===== config.mk =====
export PLATFORM = sky130hd
export DESIGN_NAME = alu_mc_flat
export DESIGN_NICKNAME = d
export VERILOG_FILES = /design/src/rtl/alu_mc_if.sv /design/src/rtl/alu_mc.sv /design/src/flat_wrapper.sv
export SDC_FILE = /design/constraint.sdc
export NUM_CORES = 1
export LEC_CHECK = 0
export BUFFER_PORTS_ARGS = -buffer_cell sky130_fd_sc_hd__buf_2
export CORE_MARGIN = 1.5
export CORE_UTILIZATION = 61
export CTS_CLUSTER_DIAMETER = 60
export DETAILED_ROUTE_END_ITERATION = 8
export PLACE_DENSITY = 0.79
export SYNTH_ARGS = -nofsm -noshare
export SYNTH_HDL_FRONTEND = slang
export SYNTH_SLANG_ARGS = --single-unit

===== constraint.sdc =====
create_clock -name clk -period 12.28 [get_ports clk]
set_input_delay 2.456 -clock clk [delete_from_list [all_inputs] [get_ports clk]]
set_output_delay 2.456 -clock clk [all_outputs]
set_load 0.01 [all_outputs]

===== src/rtl/alu_mc_if.sv =====
// Issue/writeback handshake bundle for alu_mc: operands and opcode in, result and flags out.
interface alu_mc_if #(
  parameter int WIDTH = 32
);
  logic             in_valid;
  logic             in_ready;
  logic [WIDTH-1:0] A;
  logic [WIDTH-1:0] B;
  logic [3:0]       ALUControl;
  logic             out_valid;
  logic             out_ready;
  logic [WIDTH-1:0] Result;
  logic             Carry;
  logic             OverFlow;
  logic             Zero;
  logic             Negative;

  modport master (
    output in_valid, A, B, ALUControl, out_ready,
    input  in_ready, out_valid, Result, Carry, OverFlow, Zero, Negative
  );

  modport slave (
    input  in_valid, A, B, ALUControl, out_ready,
    output in_ready, out_valid, Result, Carry, OverFlow, Zero, Negative
  );
endinterface


===== src/rtl/alu_mc.sv =====
// Multi-cycle ALU with radix-2 multiplier and optional restoring divider (ALU_MC_DIV_EN).
// Latency: 1 cycle for logic/add/shift ops, WIDTH+1 cycles for MUL/MULHU/DIVU/REMU.
// Backpressure: result held in DONE until out_ready; in_ready low while a multi-cycle op runs.
module alu_mc #(
  parameter int WIDTH = 32,
  parameter int CW    = $clog2(WIDTH) + 1
) (
  input  logic   clk,
  input  logic   rst,
  alu_mc_if.slave bus
);
  localparam int SW = $clog2(WIDTH);
  localparam logic [CW-1:0] LAST = CW'(WIDTH - 1);

  localparam logic [3:0] OP_ADD   = 4'b0000;
  localparam logic [3:0] OP_SUB   = 4'b0001;
  localparam logic [3:0] OP_AND   = 4'b0010;
  localparam logic [3:0] OP_OR    = 4'b0011;
  localparam logic [3:0] OP_XOR   = 4'b0100;
  localparam logic [3:0] OP_SLT   = 4'b0101;
  localparam logic [3:0] OP_SLTU  = 4'b0110;
  localparam logic [3:0] OP_SLL   = 4'b0111;
  localparam logic [3:0] OP_SRL   = 4'b1000;
  localparam logic [3:0] OP_SRA   = 4'b1001;
  localparam logic [3:0] OP_MUL   = 4'b1010;
  localparam logic [3:0] OP_MULHU = 4'b1011;
`ifdef ALU_MC_DIV_EN
  localparam logic [3:0] OP_DIVU  = 4'b1100;
  localparam logic [3:0] OP_REMU  = 4'b1101;
`endif

  typedef enum logic [1:0] {
    IDLE = 2'd0,
    MUL  = 2'd1,
`ifdef ALU_MC_DIV_EN
    DIV  = 2'd2,
`endif
    DONE = 2'd3
  } state_t;

  state_t             state;
  logic               out_valid_q;
  logic [WIDTH-1:0]   result_q;
  logic               carry_q;
  logic               ovf_q;
  logic               zero_q;
  logic               neg_q;
  logic [CW-1:0]      cnt;
  logic               sel_q;
  logic [WIDTH-1:0]   b_q;
  logic [2*WIDTH-1:0] acc;
  logic [2*WIDTH-1:0] mcand;
`ifdef ALU_MC_DIV_EN
  logic [WIDTH-1:0]   a_q;
  logic [WIDTH-1:0]   rem;
`endif

  logic               in_ready;
  logic               accept;
  logic               is_mul;
  logic               is_div;
  logic               is_addsub;
  logic [SW-1:0]      shamt;
  logic [WIDTH-1:0]   b_eff;
  logic [WIDTH:0]     sum;
  logic [WIDTH-1:0]   alu_res;
  logic               sc_carry;
  logic               sc_ovf;
  logic [2*WIDTH-1:0] acc_nxt;
  logic [WIDTH-1:0]   mul_res;
`ifdef ALU_MC_DIV_EN
  logic [WIDTH:0]     trial;
  logic               ge;
  logic [WIDTH-1:0]   rem_nxt;
  logic [WIDTH-1:0]   q_nxt;
  logic [WIDTH-1:0]   div_res;
`endif

  assign in_ready = rst & ((state == IDLE) | ((state == DONE) & bus.out_ready));
  assign accept   = bus.in_valid & in_ready;

  assign bus.in_ready  = in_ready;
  assign bus.out_valid = out_valid_q;
  assign bus.Result    = result_q;
  assign bus.Carry     = carry_q;
  assign bus.OverFlow  = ovf_q;
  assign bus.Zero      = zero_q;
  assign bus.Negative  = neg_q;

  always_comb begin
    is_mul    = (bus.ALUControl == OP_MUL) | (bus.ALUControl == OP_MULHU);
`ifdef ALU_MC_DIV_EN
    is_div    = (bus.ALUControl == OP_DIVU) | (bus.ALUControl == OP_REMU);
`else
    is_div    = 1'b0;
`endif
    is_addsub = (bus.ALUControl[3:1] == 3'b000);
    shamt     = bus.B[SW-1:0];
    // SUB reuses the adder as A + ~B + 1; bit 0 of the opcode selects it.
    b_eff     = bus.ALUControl[0] ? ~bus.B : bus.B;
    sum       = {1'b0, bus.A} + {1'b0, b_eff} + {{WIDTH{1'b0}}, bus.ALUControl[0]};

    alu_res = '0;
    case (bus.ALUControl)
      OP_ADD, OP_SUB: alu_res = sum[WIDTH-1:0];
      OP_AND:         alu_res = bus.A & bus.B;
      OP_OR:          alu_res = bus.A | bus.B;
      OP_XOR:         alu_res = bus.A ^ bus.B;
      OP_SLT:         alu_res = {{(WIDTH-1){1'b0}}, $signed(bus.A) < $signed(bus.B)};
      OP_SLTU:        alu_res = {{(WIDTH-1){1'b0}}, bus.A < bus.B};
      OP_SLL:         alu_res = bus.A << shamt;
      OP_SRL:         alu_res = bus.A >> shamt;
      OP_SRA:         alu_res = $unsigned($signed(bus.A) >>> shamt);
      default:        alu_res = '0;
    endcase

    sc_carry = is_addsub & sum[WIDTH];
    sc_ovf   = is_addsub & (sum[WIDTH-1] ^ bus.A[WIDTH-1])
             & ~(bus.ALUControl[0] ^ bus.A[WIDTH-1] ^ bus.B[WIDTH-1]);
  end

  // Multiplier: b_q shifts right, mcand shifts left, one partial product per cycle.
  always_comb begin
    acc_nxt = acc + (b_q[0] ? mcand : '0);
    mul_res = sel_q ? acc_nxt[2*WIDTH-1:WIDTH] : acc_nxt[WIDTH-1:0];
  end

`ifdef ALU_MC_DIV_EN
  // Restoring divider: a_q shifts out dividend bits MSB first and collects quotient bits.
  // A zero divisor always compares as ge, giving all-ones quotient and remainder = A.
  always_comb begin
    trial   = {rem, a_q[WIDTH-1]};
    ge      = trial >= {1'b0, b_q};
    rem_nxt = ge ? (trial[WIDTH-1:0] - b_q) : trial[WIDTH-1:0];
    q_nxt   = {a_q[WIDTH-2:0], ge};
    div_res = sel_q ? rem_nxt : q_nxt;
  end
`endif

  always_ff @(posedge clk) begin
    if (!rst) begin
      state       <= IDLE;
      out_valid_q <= 1'b0;
      result_q    <= '0;
      carry_q     <= 1'b0;
      ovf_q       <= 1'b0;
      zero_q      <= 1'b0;
      neg_q       <= 1'b0;
      cnt         <= '0;
    end else begin
      case (state)
        IDLE, DONE: begin
          if (accept) begin
            if (is_mul) begin
              state       <= MUL;
              out_valid_q <= 1'b0;
              acc         <= '0;
              mcand       <= {{WIDTH{1'b0}}, bus.A};
              b_q         <= bus.B;
              sel_q       <= bus.ALUControl[0];
              cnt         <= '0;
`ifdef ALU_MC_DIV_EN
            end else if (is_div) begin
              state       <= DIV;
              out_valid_q <= 1'b0;
              a_q         <= bus.A;
              b_q         <= bus.B;
              rem         <= '0;
              sel_q       <= bus.ALUControl[0];
              cnt         <= '0;
`endif
            end else begin
              state       <= DONE;
              out_valid_q <= 1'b1;
              result_q    <= alu_res;
              carry_q     <= sc_carry;
              ovf_q       <= sc_ovf;
              zero_q      <= (alu_res == '0);
              neg_q       <= alu_res[WIDTH-1];
            end
          end else if (state == DONE && bus.out_ready) begin
            state       <= IDLE;
            out_valid_q <= 1'b0;
          end
        end
        MUL: begin
          acc   <= acc_nxt;
          mcand <= mcand << 1;
          b_q   <= b_q >> 1;
          cnt   <= cnt + CW'(1);
          if (cnt == LAST) begin
            state       <= DONE;
            out_valid_q <= 1'b1;
            result_q    <= mul_res;
            carry_q     <= 1'b0;
            ovf_q       <= 1'b0;
            zero_q      <= (mul_res == '0);
            neg_q       <= mul_res[WIDTH-1];
          end
        end
`ifdef ALU_MC_DIV_EN
        DIV: begin
          rem <= rem_nxt;
          a_q <= q_nxt;
          cnt <= cnt + CW'(1);
          if (cnt == LAST) begin
            state       <= DONE;
            out_valid_q <= 1'b1;
            result_q    <= div_res;
            carry_q     <= 1'b0;
            ovf_q       <= 1'b0;
            zero_q      <= (div_res == '0);
            neg_q       <= div_res[WIDTH-1];
          end
        end
`endif
        default: begin
          state       <= IDLE;
          out_valid_q <= 1'b0;
        end
      endcase
    end
  end

  // Unused in the no-divider build.
  logic unused_div;
  assign unused_div = is_div;

endmodule


===== src/flat_wrapper.sv =====
// flat-port wrapper written by rule: the top's interface ports become plain ports
module alu_mc_flat 
#(
  parameter int WIDTH = 32,
  parameter int CW    = $clog2(WIDTH) + 1
)
  (clk, rst, bus_in_valid, bus_A, bus_B, bus_ALUControl, bus_out_ready, bus_in_ready, bus_out_valid, bus_Result, bus_Carry, bus_OverFlow, bus_Zero, bus_Negative);
  alu_mc_if #(.WIDTH(WIDTH)) bus_i ();
  input  logic clk;
  input  logic rst;
  input wire logic [$bits(bus_i.in_valid)-1:0] bus_in_valid;
  input wire logic [$bits(bus_i.A)-1:0] bus_A;
  input wire logic [$bits(bus_i.B)-1:0] bus_B;
  input wire logic [$bits(bus_i.ALUControl)-1:0] bus_ALUControl;
  input wire logic [$bits(bus_i.out_ready)-1:0] bus_out_ready;
  output wire logic [$bits(bus_i.in_ready)-1:0] bus_in_ready;
  output wire logic [$bits(bus_i.out_valid)-1:0] bus_out_valid;
  output wire logic [$bits(bus_i.Result)-1:0] bus_Result;
  output wire logic [$bits(bus_i.Carry)-1:0] bus_Carry;
  output wire logic [$bits(bus_i.OverFlow)-1:0] bus_OverFlow;
  output wire logic [$bits(bus_i.Zero)-1:0] bus_Zero;
  output wire logic [$bits(bus_i.Negative)-1:0] bus_Negative;
  assign bus_i.in_valid = bus_in_valid;
  assign bus_i.A = bus_A;
  assign bus_i.B = bus_B;
  assign bus_i.ALUControl = bus_ALUControl;
  assign bus_i.out_ready = bus_out_ready;
  assign bus_in_ready = bus_i.in_ready;
  assign bus_out_valid = bus_i.out_valid;
  assign bus_Result = bus_i.Result;
  assign bus_Carry = bus_i.Carry;
  assign bus_OverFlow = bus_i.OverFlow;
  assign bus_Zero = bus_i.Zero;
  assign bus_Negative = bus_i.Negative;
  alu_mc #(.WIDTH(WIDTH), .CW(CW)) u_core (.clk(clk), .rst(rst), .bus(bus_i));
endmodule

==> impl_metrics.ini <==
[status]
status = finished with violations
violations = DRC

[placement]
routabilityCongestion = 1.07
pre_cts_ws_ps = 5240
dpl.hpwl_mm = 65.2
dp_cells = 3092
io_buffers = 109

[timing]
setup_viol = 0
skew_ps = 23.1
tns_ps = 0
hold_violations = 0
max_freq_mhz = 149
worst_pin_slew_ps = 1080
drv_slew = 0
timing.final.ws_setup_ps = 5570
slew_headroom_pct = 27.5
rsz0062_at_grt = no
period_share_pct = 54.6
period_minus_slack_ps = 6710
hold_ws_ps = 459

[power_and_ir_drop]
p_comb_share_pct = 38.6
seqPwrFrac_pct = 31.5
p_sw_share_pct = 39.0
switching_power_w = 0.00103
leakagePower_nw = 9.59
p_int_w = 0.00162
irDropWorstVdd_uv = 101
total_power_w = 0.00265
p_clk_share_pct = 29.9
pwr_density_cell_nw_per_um2 = 111

[cts]
cts.repair.resized = 0
cts_buffer_depth = 3
postCtsSetupBuffers = 0
hold_buffers = 0
cts.sinks = 204
cts_max_level = 1
cts_inserted_buffers = 26
cts_tree = done
clock_latency_ps = 560
root_buffer = clkbuf_16
path_clk_slew_ps = 60

[critical_path]
start_kind = input pin
cp_data_arrival_time_ps = 7200
end_kind = register
crit_slowest_cell = buf_4
cp_max_fo = 75
crit_chain = buf_2, buf_4, xor2_1, ha_1, nand2_1, o211ai_1, nand4_1, o22ai_1, a31oi_1, o31ai_1, a221oi_1, xnor2_1, a21oi_1, nand4_1, o2bb2ai_1, a31o_1
critPathMaxStageDelay_ps = 680
crit_family = compound AO/OA/AOI/OAI gates
cp_num_buf_inv = 2
critical_path_class = in2reg
path_common_cell = nand4_1
critPathRequiredTime_ps = 12770

[synth]
synth.area.top_cells = edfxtp_1, ha_1, mux4_2, a21oi_1, nor2_1
ys_ff_latch = 204
ys_warn_count = 0
syn_nets = 2941
synthSimpleGateAreaFrac_pct = 21.7
synthCells = 2671
ys_types = 106
syn-mean-instance-area_um2 = 8.35
synth_top_family_by_area = compound AO/OA/AOI/OAI gates
yosysTopAreaCell = edfxtp_1
synthAdderAreaFrac_pct = 11.2
synth_top_cell_area_share_pct = 21.7
async_flop_share_pct = 0
synthesis.area_um2 = 22300
seq_area_frac_synth_pct = 25.6
synth-main-ff-cell = edfxtp_1
synth_compound_area_share_pct = 22.6
muxShareOfSynthArea_pct = 9.60
synth_xor_area_share_pct = 4.13
synth_edf_count = 161

[floorplan]
coreArea_um2 = 35700
num_io_pins = 110
die_area_um2 = 37700
num_rows = 69
die_x_um = 194
dieHeight_um = 194
initial_utilization_pct = 62.4

[grt]
antenna_found_initial = 1
grt_max_degree = 95
grt_usage_pct = 45.5
grt_pass1_vias = 21700
grt_overflow = 0
grt_first_pass_wirelength_mm = 132

[route]
wl_mm = 87.0
via_per_inst = 7.17
initialDrtViolationCount = 2804
drt-pass1-iter-count = 9
routedWlPerCell_um = 27.7
drc = 7
ant_nets = 0
vias = 22500

[finish]
fin_nets = 2929
layout-drive-gt1-share_pct = 11.6
multi_input_area_um2 = 15500
num-fill-cells = 2824
area_delta_synth_final_pct = 6.83
fin_cells = 3141
seqCellArea_um2 = 5700

[min_path]
min_path_type = reg2reg

[run]
maxCapViolations = 0
worst register-to-register path: stages (launching register included):
cell and delay [ps]:
edfxtp_1 370, buf_4 300, and2_1 250, ha_1 390, o211ai_1 130, o21ai_1 320, o2111ai_1 180, a221oi_1 870
o21ai_0 440, mux2i_1 210, a211oi_1 700, nand4_1 160, nor4_1 520, nand4_1 320, nor4_2 230, a31o_1 170
power by group through the flow:
stage | combinational (W) | sequential (W) | clock [W]
3_5_place_dp | 0.000977 | 0.000847 | 0
3_3_place_gp | 0.000957 | 0.000845 | 0
6_report | 0.00102 | 0.000834 | 0.000794
4_1_cts | 0.000984 | 0.000834 | 0.000791
2_1_floorplan | 0.000667 | 0.000856 | 0
5_1_grt | 0.00108 | 0.000838 | 0.000820
cells in the mapped netlist (22+ instances only):
cell type  instances
o211ai_1          30
nand3_1           44
nand2b_1          23
and3_1            24
xnor2_1           38
xor2_1            67
a211oi_1          48
mux2i_1           62
mux4_2            56
inv_1            104
ha_1             196
nor3_1            55
nand2_1          257
edfxtp_1         161
dfxtp_1           43
o21ai_0          166
a21o_1            41
o21a_1            22
clkbuf_1         127
nor2_1           262
a21oi_1          199
a221oi_1          29
nand4_1           43
buf_2             26
and2_1           157
flip-flops by register name (all words and copies together), names as in the netlist:
| register | count |
|---|---|
| u_core.bus.Carry | 1 |
| u_core.sel_q | 1 |
| u_core.bus.OverFlow | 1 |
| u_core.acc | 64 |
| u_core.cnt | 6 |
| u_core.b_q | 32 |
| u_core.mcand | 64 |
| u_core.bus.Result | 31 |
| u_core.bus.Negative | 1 |
| u_core.bus.Zero | 1 |
| u_core.state | 2 |
cell type report:
cell class / instances / area share [%]
clock inverters: 15 / 0.699
flip-flops and latches: 204 / 23.9
clock buffers: 33 / 3.02
inverters: 107 / 1.69
multi-input cells: 2178 / 64.9
diodes: 1 / 0.0105
well taps: 461 / 2.42
repair buffers: 142 / 3.35
metrics by stage:
stage	instance area (um^2)	utilization, %
detailed placement	22900	64.1
floorplan	22300	-
global route	23800	66.6
CTS	23800	66.6
finish	23800	66.6
global placement	22900	64.1
cell usage in the layout, fill, tap and decap left out, drive strengths merged, types with 14 or more instances in the layout:
cell type / Yosys / final
a211o: 19 / 19
o211ai: 30 / 30
nand4: 44 / 44
and2: 163 / 163
dfxtp: 43 / 43
mux2: 23 / 23
clkbuf: 127 / 33
o21a: 23 / 23
inv: 104 / 110
a221oi: 30 / 30
nor2b: 14 / 14
ha: 196 / 196
mux2i: 62 / 62
nor4: 21 / 21
mux4: 56 / 56
nor3: 56 / 56
o21bai: 19 / 19
nor2: 263 / 263
nand2: 257 / 257
edfxtp: 161 / 161
o21ai: 186 / 186
a21oi: 199 / 199
xnor2: 38 / 38
nand2b: 23 / 23
or3: 20 / 20
a31oi: 20 / 20
buf: 55 / 142
a211oi: 52 / 52
xor2: 67 / 67
o22ai: 14 / 14
nand3: 44 / 44
a21o: 41 / 41
and3: 24 / 24
kinds of logic (layout without fill, tap and decap cells):
| kind of cell | count (synthesis) | in the layout |
|---|---|---|
| AOI/OAI and AO/OA | 759 | 759 |
| xor gates and xnor gates | 105 | 105 |
| adders and majority gates | 198 | 198 |
| buffers and inverters | 289 | 297 |
| DFF | 204 | 204 |
| muxes | 141 | 141 |
| other | 0 | 1 |
| and+or+nand+nor | 975 | 975 |
final timing paths:
check | cells past startpoint | slack (ps) | endpoint | startpoint
hold reg to reg | 2 | 460 | u_core.bus.Result[29] | u_core.bus.Result[29]
setup / recovery | 16 | 5570 | u_core.bus.Zero | bus_B[2]
setup reg to reg | 15 | 6650 | u_core.bus.Zero | u_core.b_q[0]
hold / removal | 2 | 460 | u_core.bus.Result[29] | u_core.bus.Result[29]
routing by layer:
metal	vias up	track usage, %	wire (um)
met3	414	6.89	8660
met5	-	0	11
met1	10500	54.5	31100
li1	9867	-	-
met4	2	32.3	7500
met2	1694	75.1	39700
No activity file was read; power rests on OpenSTA's default activity.
